File: src/rtl/rvx_core_mdu_sequencer_pkg.sv
// Shared encodings and helpers for the Zmmul multiply sequencer and its shift-add datapath.
package rvx_core_mdu_sequencer_pkg;

  localparam logic [1:0] RVX_MDU_OP_MUL    = 2'b00;
  localparam logic [1:0] RVX_MDU_OP_MULH   = 2'b01;
  localparam logic [1:0] RVX_MDU_OP_MULHSU = 2'b10;
  localparam logic [1:0] RVX_MDU_OP_MULHU  = 2'b11;

  localparam logic [1:0] RVX_MDU_STATE_IDLE = 2'b00;
  localparam logic [1:0] RVX_MDU_STATE_RUN  = 2'b01;
  localparam logic [1:0] RVX_MDU_STATE_DONE = 2'b10;

  typedef enum logic [1:0] {
    ST_IDLE = RVX_MDU_STATE_IDLE,
    ST_RUN  = RVX_MDU_STATE_RUN,
    ST_DONE = RVX_MDU_STATE_DONE
  } mdu_state_e;

  // 0x80000000 stays 0x80000000, which read as unsigned is the required 2^31.
  function automatic logic [31:0] mdu_abs(input logic [31:0] v, input logic is_signed);
    return (is_signed && v[31]) ? (~v + 32'd1) : v;
  endfunction

endpackage

File: src/rtl/rvx_core_mdu_shift_add.sv
// Unsigned shift-add multiplier datapath: consumes BITS_PER_CYCLE multiplier bits per step.
module rvx_core_mdu_shift_add #(
  parameter int BITS_PER_CYCLE = 1
) (
  input  logic        clock,
  input  logic        reset_n,
  input  logic        load_i,
  input  logic        step_i,
  input  logic [31:0] multiplicand_i,
  input  logic [31:0] multiplier_i,
  output logic [63:0] acc_o
);

  localparam int BPC = BITS_PER_CYCLE;

  logic [31:0]      mcand_q, mcand_d;
  logic [31:0]      mplier_q, mplier_d;
  logic [63:0]      acc_q, acc_d;
  logic [BPC-1:0]   digit;
  logic [31+BPC:0]  partial;
  logic [63+BPC:0]  sum;

  // Partial product lands on the upper half; the whole sum then shifts right,
  // so after all steps the accumulator holds the full 64-bit product.
  assign digit   = mplier_q[BPC-1:0];
  assign partial = {{BPC{1'b0}}, mcand_q} * {{32{1'b0}}, digit};
  assign sum     = {{BPC{1'b0}}, acc_q} + {partial, 32'b0};

  always_comb begin
    mcand_d  = mcand_q;
    mplier_d = mplier_q;
    acc_d    = acc_q;
    if (load_i) begin
      mcand_d  = multiplicand_i;
      mplier_d = multiplier_i;
      acc_d    = 64'b0;
    end else if (step_i) begin
      mplier_d = {{BPC{1'b0}}, mplier_q[31:BPC]};
      acc_d    = sum[63+BPC:BPC];
    end
  end

  always_ff @(posedge clock or negedge reset_n) begin
    if (!reset_n) begin
      mcand_q  <= 32'b0;
      mplier_q <= 32'b0;
      acc_q    <= 64'b0;
    end else begin
      mcand_q  <= mcand_d;
      mplier_q <= mplier_d;
      acc_q    <= acc_d;
    end
  end

  assign acc_o = acc_q;

endmodule

File: src/rtl/rvx_core_mdu_sequencer.sv
// Iterative MUL/MULH/MULHSU/MULHU controller: freezes the pipeline, runs the shift-add
// datapath for 32/BITS_PER_CYCLE cycles and returns the selected product half for one cycle.
module rvx_core_mdu_sequencer
  import rvx_core_mdu_sequencer_pkg::*;
#(
  parameter int BITS_PER_CYCLE = 1
) (
  input  logic        clock,
  input  logic        reset_n,
  input  logic        start_s2,
  input  logic [1:0]  operation_s2,
  input  logic [31:0] rs1_data_s2,
  input  logic [31:0] rs2_data_s2,
  input  logic        flush,
  output logic        stall_request,
  output logic        result_valid,
  output logic [31:0] result
);

  localparam int ITERATIONS = 32 / BITS_PER_CYCLE;
  localparam int CNT_W      = $clog2(ITERATIONS) + 1;

  mdu_state_e       state_q, state_d;
  logic [CNT_W-1:0] cnt_q, cnt_d;
  logic [1:0]       op_q, op_d;
  logic             neg_q, neg_d;
  logic             accept, last_iter;
  logic             rs1_signed, rs2_signed;
  logic [63:0]      acc, product;

  assign accept     = (state_q == ST_IDLE) && start_s2 && !flush;
  assign last_iter  = (cnt_q == CNT_W'(ITERATIONS - 1));
  assign rs1_signed = (operation_s2 == RVX_MDU_OP_MULH) || (operation_s2 == RVX_MDU_OP_MULHSU);
  assign rs2_signed = (operation_s2 == RVX_MDU_OP_MULH);

  rvx_core_mdu_shift_add #(
    .BITS_PER_CYCLE(BITS_PER_CYCLE)
  ) u_shift_add (
    .clock          (clock),
    .reset_n        (reset_n),
    .load_i         (accept),
    .step_i         (state_q == ST_RUN),
    .multiplicand_i (mdu_abs(rs1_data_s2, rs1_signed)),
    .multiplier_i   (mdu_abs(rs2_data_s2, rs2_signed)),
    .acc_o          (acc)
  );

  always_ff @(posedge clock or negedge reset_n) begin
    if (!reset_n) begin
      state_q <= ST_IDLE;
      cnt_q   <= '0;
      op_q    <= 2'b0;
      neg_q   <= 1'b0;
    end else begin
      state_q <= state_d;
      cnt_q   <= cnt_d;
      op_q    <= op_d;
      neg_q   <= neg_d;
    end
  end

  always_comb begin
    state_d = state_q;
    if (flush) begin
      state_d = ST_IDLE;
    end else begin
      case (state_q)
        ST_IDLE: if (start_s2) state_d = ST_RUN;
        ST_RUN:  if (last_iter) state_d = ST_DONE;
        default: state_d = ST_IDLE;
      endcase
    end
  end

  always_comb begin
    cnt_d = cnt_q;
    op_d  = op_q;
    neg_d = neg_q;
    if (accept) begin
      cnt_d = '0;
      op_d  = operation_s2;
      neg_d = (rs1_signed & rs1_data_s2[31]) ^ (rs2_signed & rs2_data_s2[31]);
    end else if (state_q == ST_RUN) begin
      cnt_d = cnt_q + CNT_W'(1);
    end
  end

  // Reset gating keeps every output at zero while reset_n is held low.
  assign product = neg_q ? (~acc + 64'd1) : acc;

  always_comb begin
    stall_request = reset_n && (accept || (state_q == ST_RUN));
    result_valid  = reset_n && (state_q == ST_DONE) && !flush;
    result        = 32'b0;
    if (result_valid) begin
      result = (op_q == RVX_MDU_OP_MUL) ? product[31:0] : product[63:32];
    end
  end

endmodule

File: config.mk
export PLATFORM = sky130hd
export DESIGN_NAME = rvx_core_mdu_sequencer
export DESIGN_NICKNAME = d
export VERILOG_FILES = /design/src/rtl/rvx_core_mdu_sequencer_pkg.sv /design/src/rtl/rvx_core_mdu_shift_add.sv /design/src/rtl/rvx_core_mdu_sequencer.sv
export SDC_FILE = /design/constraint.sdc
export NUM_CORES = 1
export LEC_CHECK = 0
export BUFFER_PORTS_ARGS = -buffer_cell sky130_fd_sc_hd__clkbuf_2
export CORE_ASPECT_RATIO = 1.4
export CORE_MARGIN = 2
export CORE_UTILIZATION = 60
export DETAILED_ROUTE_END_ITERATION = 10
export GPL_ROUTABILITY_DRIVEN = 0
export PLACE_DENSITY = 0.81
export SYNTH_ARGS = -nofsm -noshare
export SYNTH_HDL_FRONTEND = slang
export SYNTH_SLANG_ARGS = --single-unit
File: constraint.sdc
create_clock -name clock -period 4.4 [get_ports clock]
set_clock_uncertainty 0.1 [all_clocks]
set_input_delay 0.44 -clock clock [delete_from_list [all_inputs] [get_ports clock]]
set_output_delay 0.44 -clock clock [all_outputs]
set_load 0.05 [all_outputs]
==> impl_metrics.json, run 1 <==
{
  "yosys.area.top_type_share": 0.330,
  "worst_hold_slack_ps": 149,
  "cpMostUsedCell": "or4_4",
  "tns_ps": 0,
  "path_cells": "or4_4 -> or3_4 -> or4_4 -> or2_2 -> nor4_1 -> nor4b_1 -> o31a_1 -> clkbuf_2",
  "dp_cells": 1601,
  "htreeDepth": 4,
  "synth-edff-count": 0,
  "drv_cap": 0,
  "drv_slew": 0,
  "via_per_inst": 6.24,
  "hold_violations": 0,
  "antenna_found_initial": 0,
  "intPower_mw": 3.31,
  "power.switching_mw": 2.39,
  "syn-num-nets": 1435,
  "relSlewSlack": 0.377,
  "rsz0062_at_grt": "no",
  "synthFlopType": "dfrtp_1",
  "grt_pass1_wl_um": 47100,
  "synth_area_per_cell_um2": 7.95,
  "clk_path_buf_depth": 2,
  "setup_viol": 0,
  "drt_pass1_iterations": 6,
  "diodes": 0,
  "clkPwrFrac": 0.253,
  "path_buf_inv": 1,
  "wl_um": 28600,
  "ys_ff_latch": 139,
  "synth_area_um2": 10600,
  "nNetsFinal": 1494,
  "period_share": 0.970,
  "fill_cells": 1459,
  "num_vias": 10200,
  "post-place-ws_ps": 629,
  "slowest_delay_ps": 640,
  "drc": 0,
  "path_class": "flip-flop to primary output",
  "layout-drive-gt1-share": 0.122,
  "layout.cells.non_filler": 1635,
  "powerDensity_nw_per_um2": 481,
  "fin_crit_ps": 4270,
  "cp_slowest_cell": "or4_4",
  "grt_max_degree": 79,
  "peakVddDrop_v": 0.000210,
  "yosysTopAreaCell": "dfrtp_1",
  "finalPower_mw": 5.69,
  "power.share.switching": 0.419,
  "postLayoutCoreUtil": 0.683,
  "synthToLayoutAreaGrowth_pct": 12.1,
  "dpl_cell_area_um2": 11200,
  "regArea_um2": 3480,
  "cts-root-buf": "clkbuf_16",
  "start_kind": "flip-flop",
  "die_h_um": 161,
  "core_area_um2": 17300,
  "cts_tree": "done",
  "ant_nets": 0,
  "outcome": "finished, final reports clean",
  "start_util": 0.609,
  "fin_ws_ps": 133,
  "numCtsBuffers": 17,
  "worstSetupEndpointType": "primary output",
  "dieArea_um2": 18700,
  "drt-initial-drc-count": 1189,
  "rows": 57,
  "p_leak_nw": 5.29,
  "design_area_um2": 11800,
  "power_frac_seq": 0.350,
  "fmax_ghz": 0.234,
  "worst_slew_pin_slew_ps": 935,
  "grt_pass1_vias": 9706,
  "die_x_um": 116,
  "clock_latency_ps": 420,
  "path_max_fanout": 11,
  "ioPinCount": 104,
  "cpLargestDelayFamily": "simple AND/OR/NAND/NOR gates",
  "clk_pin_slew_ps": 70,
  "synth.yosys.warnings": 0,
  "worst_ep_required_time_ps": 3860,
  "grt.total_usage": 0.315,
  "multi_input_area_um2": 6710,
  "routedWlPerCell_um": 17.5,
  "cts.sinks": 139,
  "timing.critical_path.arrival_ps": 3730,
  "hold_path_class": "input pin to flip-flop",
  "grt_overflow_total": 0,
  "syn_inst": 1327,
  "ys_async_sr_fraction": 1.00,
  "synth_cell_types": 64,
  "p_comb_frac": 0.397,
  "portBuffers": 103,
  "hpwlAfterDp_um": 20700,
  "synth-seq-area-share": 0.330,
  "synthTopCellsByArea": "dfrtp_1, o21ai_0, nand2_1"
}
-- synthesized netlist by cell type (all sizes together), types with 3 or more instances --
library cell,number
o41ai,11
o21bai,3
inv,21
a22oi,23
o21a,6
and2,37
a21oi,116
mux2i,9
ha,37
o2111ai,4
buf,9
nand2b,8
o22ai,10
o31ai,35
nor3,24
a21o,19
or4,19
or3,21
o211ai,4
nor2,72
a22o,6
nand4,14
nor2b,6
nor4,19
xor2,63
a211o,4
a211oi,11
a31oi,9
clkbuf,73
dfrtp,139
o21ai,152
and3,10
nand3,43
nand3b,6
or2,6
nand2,180
xnor2,70
-- worst paths after layout --
kind / startpoint / to / slack (ps) / cells after the start
worst max-delay path: u_shift_add.acc_o[21] / result[31] / 130 / 8
worst min-delay path: flush / state_q[1] / 150 / 2
worst max register to register: u_shift_add.mplier_q[0] / u_shift_add.acc_o[59] / 990 / 10
worst min register to register: u_shift_add.mcand_q[18] / u_shift_add.mcand_q[18] / 370 / 2
max in group asynchronous: reset_n / neg_q / 2710 / 3
min in group asynchronous: reset_n / u_shift_add.acc_o[8] / 290 / 2
-- cells in the final DEF, fill, tap and decap left out, types with 16 or more instances in the layout --
master and n:
a21o_1 19, buf_4 17, nor3_1 24, nand3_1 43, dfrtp_1 138, or3_1 20
inv_1 21, nor2_1 71, clkbuf_2 102, or4_1 16, clkbuf_16 17, and2_1 37
a21oi_1 116, nor4_1 17, xnor2_1 70, o21ai_0 152, a22oi_1 23, ha_1 37
o31ai_1 34, nand2_1 180, xor2_1 63
-- sequential cells by signal (all words and copies together) (netlist names) --
signal / flops
op_q: 2
u_shift_add.acc_o: 64
u_shift_add.mcand_q: 32
neg_q: 1
cnt_q: 6
state_q: 2
u_shift_add.mplier_q: 32
-- repair_timing --
action                                 4_1_cts  5_1_grt
resized for setup                            0        2
hold buffers                                 1        0
setup buffers                                0        1
endpoints found under the hold margin        7        0
setup endpoints to repair                    0        7
-- worst reg2reg max path, stage by stage (launching register included) --
cell and delay (ps):
dfrtp_1 810, and2_1 270, ha_1 230, fa_1 220, a21o_1 140, nand4_1 150, a21oi_1 220, o2111ai_1 230
a211oi_1 580, o211ai_1 190, a21o_1 180
-- layout make-up --
| class | count | area share |
|---|---|---|
| Multi-Input combinational cell | 1084 | 0.567 |
| Tap cell | 236 | 0.0250 |
| Clock buffer | 19 | 0.0366 |
| Clock inverter | 13 | 0.0132 |
| Timing Repair Buffer | 122 | 0.0574 |
| Inverter | 22 | 0.00698 |
| Sequential cell | 139 | 0.294 |
-- power groups by stage --
stage	registers (mW)	clock network, mW	logic (mW)
floorplan	1.82	0	1.71
global placement	1.97	0	2.14
detailed placement	1.98	0	2.19
CTS	1.97	1.45	2.21
global route	2.03	1.50	2.51
finish	1.99	1.44	2.26
-- cells by family after synthesis --
logic type	Yosys count	share of synthesized area
xor+xnor	133	0.110
buf+inv	104	0.0377
fa+ha+maj	38	0.0458
simple gates	476	0.222
flops	139	0.330
compound gates	428	0.246
mux	9	0.00854
-- metal layers --
layer  up-vias  share of wire  wire length, um  GRT usage
met2       403           0.49            13900      0.508
met5         -              0                0          0
li1       4933              -                -          -
met3        89          0.060             1710     0.0442
met1      4775           0.41            11700      0.411
met4         0          0.044             1250      0.157
(Power assumes the default switching activity.)
==> run 2: changes to the inputs <==
- ABC_AREA: default -> 1
- PLACE_DENSITY: 0.81 -> 0.8
==> run 2 against run 1 <==
Against the previous run:
- register-to-register slack better by 560 ps
- power is 26% higher
- final cell count is 48% higher
- highest routed layer unchanged
- synthesized area is 17% higher
- critical path type is now input pin to primary output
==> impl_metrics.json, run 2 <==
{
  "outcome": "finished, final reports clean",
  "path_class": "input pin to primary output",
  "synth-edff-count": 0,
  "die_x_um": 125,
  "clk_pin_slew_ps": 60,
  "grt_max_degree": 90,
  "largest_reg_flops": 64,
  "cts_resized": 0,
  "fill_cells": 1914,
  "post-cts-setup-buffer-count": 0,
  "synth_area_um2": 12400,
  "postLayoutCoreUtil": 0.670,
  "ys_async_sr_fraction": 1.00,
  "setup_viol": 0,
  "synth_area_per_cell_um2": 5.98,
  "grt_pass1_wl_um": 62200,
  "tns_ps": 0,
  "hold_violations": 0,
  "die_h_um": 174,
  "relSlewSlack": 0.187,
  "start_util": 0.607,
  "rows": 62,
  "timing.critical_path.arrival_ps": 3160,
  "core_area_um2": 20400,
  "drt_pass1_iterations": 6,
  "drv_slew": 0,
  "worst_slew_pin_slew_ps": 1220,
  "p_leak_nw": 7.67,
  "cpLargestDelayFamily": "buffers and inverters",
  "start_kind": "input pin",
  "syn-num-nets": 2180,
  "yosys.area.top_type_share": 0.281,
  "num_vias": 14000,
  "powerDensity_nw_per_um2": 524,
  "routedWlPerCell_um": 15.8,
  "cp_slowest_cell": "nor4_4",
  "synthFlopType": "dfrtp_1",
  "rsz0062_at_grt": "no",
  "layout-drive-gt1-share": 0.0903,
  "dieArea_um2": 21800,
  "drc": 0,
  "portBuffers": 103,
  "synth_cell_types": 51,
  "cts.sinks": 139,
  "ioPinCount": 104,
  "path_max_fanout": 18,
  "ant_nets": 0,
  "diodes": 0,
  "fmax_ghz": 0.270,
  "antenna_found_initial": 0,
  "path_cells": "dlygate4sd3_1 -> buf_6 -> inv_1 -> nor4_4 -> inv_2 -> a31oi_1 -> nand2_1 -> inv_1 -> clkbuf_2",
  "worstSetupEndpointType": "primary output",
  "numCtsBuffers": 17,
  "synthTopCellsByArea": "dfrtp_1, nand2_1, nand3_1",
  "cpMostUsedCell": "inv_1",
  "layout_common_cells": "nand2_1, inv_1, nor2_1",
  "period_share": 0.841,
  "yosysTopAreaCell": "dfrtp_1",
  "drv_cap": 0,
  "final_common_cell": "nand2_1",
  "htreeDepth": 4,
  "yosysMostFrequentCell": "nand2_1",
  "cts_tree": "done",
  "yosys-top-cells-count": "nand2_1, inv_1, nor2_1, nand3_1, dfrtp_1",
  "hold_path_class": "input pin to flip-flop",
  "nNetsFinal": 2254,
  "peakVddDrop_v": 0.000336,
  "grt_pass1_vias": 12800,
  "slowest_delay_ps": 810,
  "path_buf_inv": 6,
  "via_per_inst": 5.79,
  "clk_path_buf_depth": 2,
  "hpwlAfterDp_um": 29200,
  "grt.total_usage": 0.349,
  "synthToLayoutAreaGrowth_pct": 10.3,
  "clock_latency_ps": 430,
  "synth.yosys.warnings": 0,
  "worst_ep_required_time_ps": 3860,
  "drt-initial-drc-count": 1310,
  "ys_ff_latch": 139,
  "fin_crit_ps": 3700,
  "cts-root-buf": "clkbuf_16",
  "syn_inst": 2072,
  "wl_um": 38100,
  "synth-seq-area-share": 0.281,
  "grt_overflow_total": 0
}
[run 2: final timing paths]
kind,slack (ps),cells after the start,from,end
worst max-delay path,700,9,reset_n,result[7]
worst min-delay path,140,3,operation_s2[0],op_q[0]
worst max register to register,1550,15,u_shift_add.mplier_q[0],u_shift_add.acc_o[61]
worst min register to register,380,1,cnt_q[2],cnt_q[2]
max in group asynchronous,2140,4,reset_n,u_shift_add.acc_o[59]
min in group asynchronous,290,2,reset_n,u_shift_add.acc_o[5]
[run 2: repair_timing]
action                                  4_1_cts  5_1_grt
endpoints found under the hold margin        16        0
endpoints found under the setup margin        0        0
hold buffers                                  1        0
[run 2: area by class of cell]
class,count,area [um2],share of cell area
repair buffers,114,607,0.0444
inverters,271,1020,0.0745
clock inverters,12,185,0.0135
clock buffers,20,447,0.0327
flip-flops and latches,139,3480,0.255
well taps,256,320,0.0234
multi-input cells,1603,7610,0.557
[run 2: per-layer routing]
layer	GRT usage	vias up	wire length (um)
met4	0.175	0	1860
met1	0.444	6337	15400
met3	0.0499	128	3010
li1	-	6833	-
met5	0	-	0
met2	0.578	691	17800
[run 2: where the power goes]
part,internal [mW],switching [mW],leakage [nW]
Combinational,1.13,2.36,5.55
Sequential,1.64,0.470,1.81
Clock,0.971,0.587,0.306
[run 2: worst register-to-register path, cell delays in order, from the launching register on]
cell	delay [ps]
dfrtp_1	930
nand2_1	130
inv_1	90
ha_1	210
fa_1	240
nand3_1	80
nand2_1	180
nand2_1	80
nand2_1	130
nand3_1	80
nand2_1	160
nand2_1	120
nand2_1	70
nand2_1	50
nand3_1	60
nand2_1	50
[run 2: through the flow]
| stage | cells | total power [mW] | setup slack [ps] | cell area [um2] | hold slack (ps) |
|---|---|---|---|---|---|
| after detailed placement | 2382 | 5.48 | 1320 | 13000 | 179 |
| final | 2415 | 7.16 | 698 | 13700 | 140 |
| after global placement | 2382 | 5.40 | 1450 | 13000 | 174 |
| after CTS | 2415 | 7.05 | 802 | 13700 | 137 |
| after global routing | 2415 | 7.67 | 552 | 13700 | 158 |
| after floorplan | 2072 | 4.51 | 1780 | 12400 | 44.4 |
[run 2: cell families (layout without fill, tap and decap cells)]
logic type	Yosys count	in the layout	share of synthesized area
buffers and inverters	330	417	0.105
adder cells (fa/ha/maj)	38	38	0.0390
AND/OR/NAND/NOR	1260	1260	0.430
flip-flops	139	139	0.281
AO/OA/AOI/OAI	276	276	0.125
XOR/XNOR	29	29	0.0205
==> run 3: changes to the inputs <==
- ABC_AREA: 1 -> 0
- PLACE_DENSITY: 0.8 -> 0.81
- clock period: 4.4 -> 3.45 ns (I/O delays scaled with it)
==> run 3 against run 2 <==
Against the previous run:
- first-iteration DRC count increased by 19%
- clock-buffer cell count decreased by 2
- the flow now finishes with violations (setup timing)
- final cell count decreased by 29%
- power increased by 25%
- sequential power increased by 17%
- combinational power increased by 30%
==> impl_metrics.json, run 3 (same netlist as run 1, synthesis figures left out) <==
{
  "outcome": "complete, but fails checks",
  "violations": "setup timing",
  "layout_common_cells": "nand2_1, o21ai_0, dfrtp_1",
  "p_leak_nw": 5.89,
  "rsz0062_at_grt": "yes",
  "cts_tree": "done",
  "ant_nets": 0,
  "worst_ep_required_time_ps": 3000,
  "die_x_um": 116,
  "peakVddDrop_v": 0.000329,
  "regArea_um2": 3480,
  "cts-root-buf": "clkbuf_16",
  "path_depth": 12,
  "dpl_cell_area_um2": 12000,
  "grt_pass1_wl_um": 52800,
  "grt_overflow_total": 0,
  "path_buf_inv": 5,
  "post-place-ws_ps": -99.4,
  "clock_latency_ps": 430,
  "hold_violations": 0,
  "slowest_delay_ps": 560,
  "grt.total_usage": 0.360,
  "portBuffers": 103,
  "drc": 0,
  "design_area_um2": 13500,
  "routedWlPerCell_um": 20.8,
  "clk_pin_slew_ps": 70,
  "drt-initial-drc-count": 1564,
  "worstSetupEndpointType": "primary output",
  "start_util": 0.609,
  "period_share": 1.20,
  "dieArea_um2": 18700,
  "largest_reg_flops": 64,
  "path_class": "flip-flop to primary output",
  "clk_path_buf_depth": 2,
  "rr_worst_depth": 10,
  "htreeDepth": 4,
  "powerDensity_nw_per_um2": 659,
  "hold_path_class": "input pin to asynchronous set/reset pin",
  "worst_slew_pin_slew_ps": 1450,
  "path_cells": "nor4_1 -> nand4b_1 -> buf_4 -> nor4_2 -> buf_4 -> buf_12 -> buf_8 -> nand2_8 -> nor4_4 -> nor4_4 -> o21a_2 -> buf_8",
  "core_area_um2": 17300,
  "timing.critical_path.arrival_ps": 3710,
  "fmax_ghz": 0.241,
  "cts_hold_buffers": 0,
  "grt_pass1_vias": 10600,
  "multi_input_area_um2": 7420,
  "layout-drive-gt1-share": 0.226,
  "drv_slew": 0,
  "cpLargestDelayFamily": "simple AND/OR/NAND/NOR gates",
  "hpwlAfterDp_um": 21800,
  "drt_pass1_iterations": 7,
  "layout.cells.non_filler": 1708,
  "grt_max_degree": 140,
  "rows": 57,
  "setup_viol": 32,
  "tns_ps": -13150,
  "cts.sinks": 139,
  "numCtsBuffers": 17,
  "start_kind": "flip-flop",
  "num_vias": 11300,
  "antenna_found_initial": 1,
  "via_per_inst": 6.60,
  "wl_um": 35500,
  "final_common_cell": "nand2_1",
  "fill_cells": 1148,
  "die_h_um": 161,
  "path_max_fanout": 5,
  "fin_ws_ps": -707,
  "synthToLayoutAreaGrowth_pct": 28.2,
  "cp_slowest_cell": "nor4_1",
  "drv_cap": 0,
  "nNetsFinal": 1566,
  "fin_crit_ps": 4160,
  "ioPinCount": 104,
  "relSlewSlack": 0.0304,
  "dp_cells": 1667
}
==> run 3: area by class of cell <==
type                    instances  area share
diodes                          1    0.000185
clock buffers                  18      0.0325
clock inverters                14      0.0128
inverters                      22     0.00611
multi-input cells            1084       0.548
flip-flops and latches        139       0.257
well taps                     236      0.0218
repair buffers                194       0.121
==> run 3: where the power goes <==
part           internal [mW]  leakage, nW  switching, mW
Clock                   1.12        0.296          0.781
Combinational           1.78         3.78           2.77
Sequential              2.01         1.81          0.461
==> run 3: stage by stage <==
step	total power [mW]	hold slack, ps	util
2_1_floorplan	4.59	-50.6	-
3_3_place_gp	5.61	353	0.695
3_5_place_dp	5.71	363	0.695
4_1_cts	8.11	26.6	0.762
5_1_grt	9.34	65.2	0.780
6_report	8.91	5.83	0.780
==> run 3: layer usage <==
layer	up-vias	wire (um)	part of all wire	GRT usage
met2	691	16700	0.47	0.570
met5	-	0	0	0
li1	5064	-	-	-
met4	0	2370	0.067	0.195
met1	5286	13000	0.37	0.438
met3	227	3380	0.095	0.105
==> run 3: path summary, 6_finish.rpt <==
path | slack [ps] | endpoint | startpoint
worst max-delay path | -710 | result[26] | u_shift_add.acc_o[25]
worst min-delay path | 6 | cnt_q[5] | reset_n
worst max register to register | 200 | u_shift_add.acc_o[61] | u_shift_add.mplier_q[0]
worst min register to register | 370 | u_shift_add.mcand_q[21] | u_shift_add.mcand_q[21]
max in group asynchronous | 2710 | neg_q | reset_n
min in group clock | 60 | state_q[1] | flush
==> run 3: what timing repair did <==
action	4_1_cts	5_1_grt
endpoints found under the setup margin	32	32
endpoints found under the hold margin	0	0
setup buffers	4	5
gates resized for setup	108	65
cloned	0	0
pin swaps	41	40
==> run 3: worst reg2reg max path, stage by stage, from the launching register on <==
cell	delay, ps
dfrtp_1	670
and2_1	250
ha_1	230
fa_1	220
a21o_1	150
nand4_1	170
a211oi_1	380
o21bai_1	200
a211o_1	320
a21o_1	190
a32o_1	250
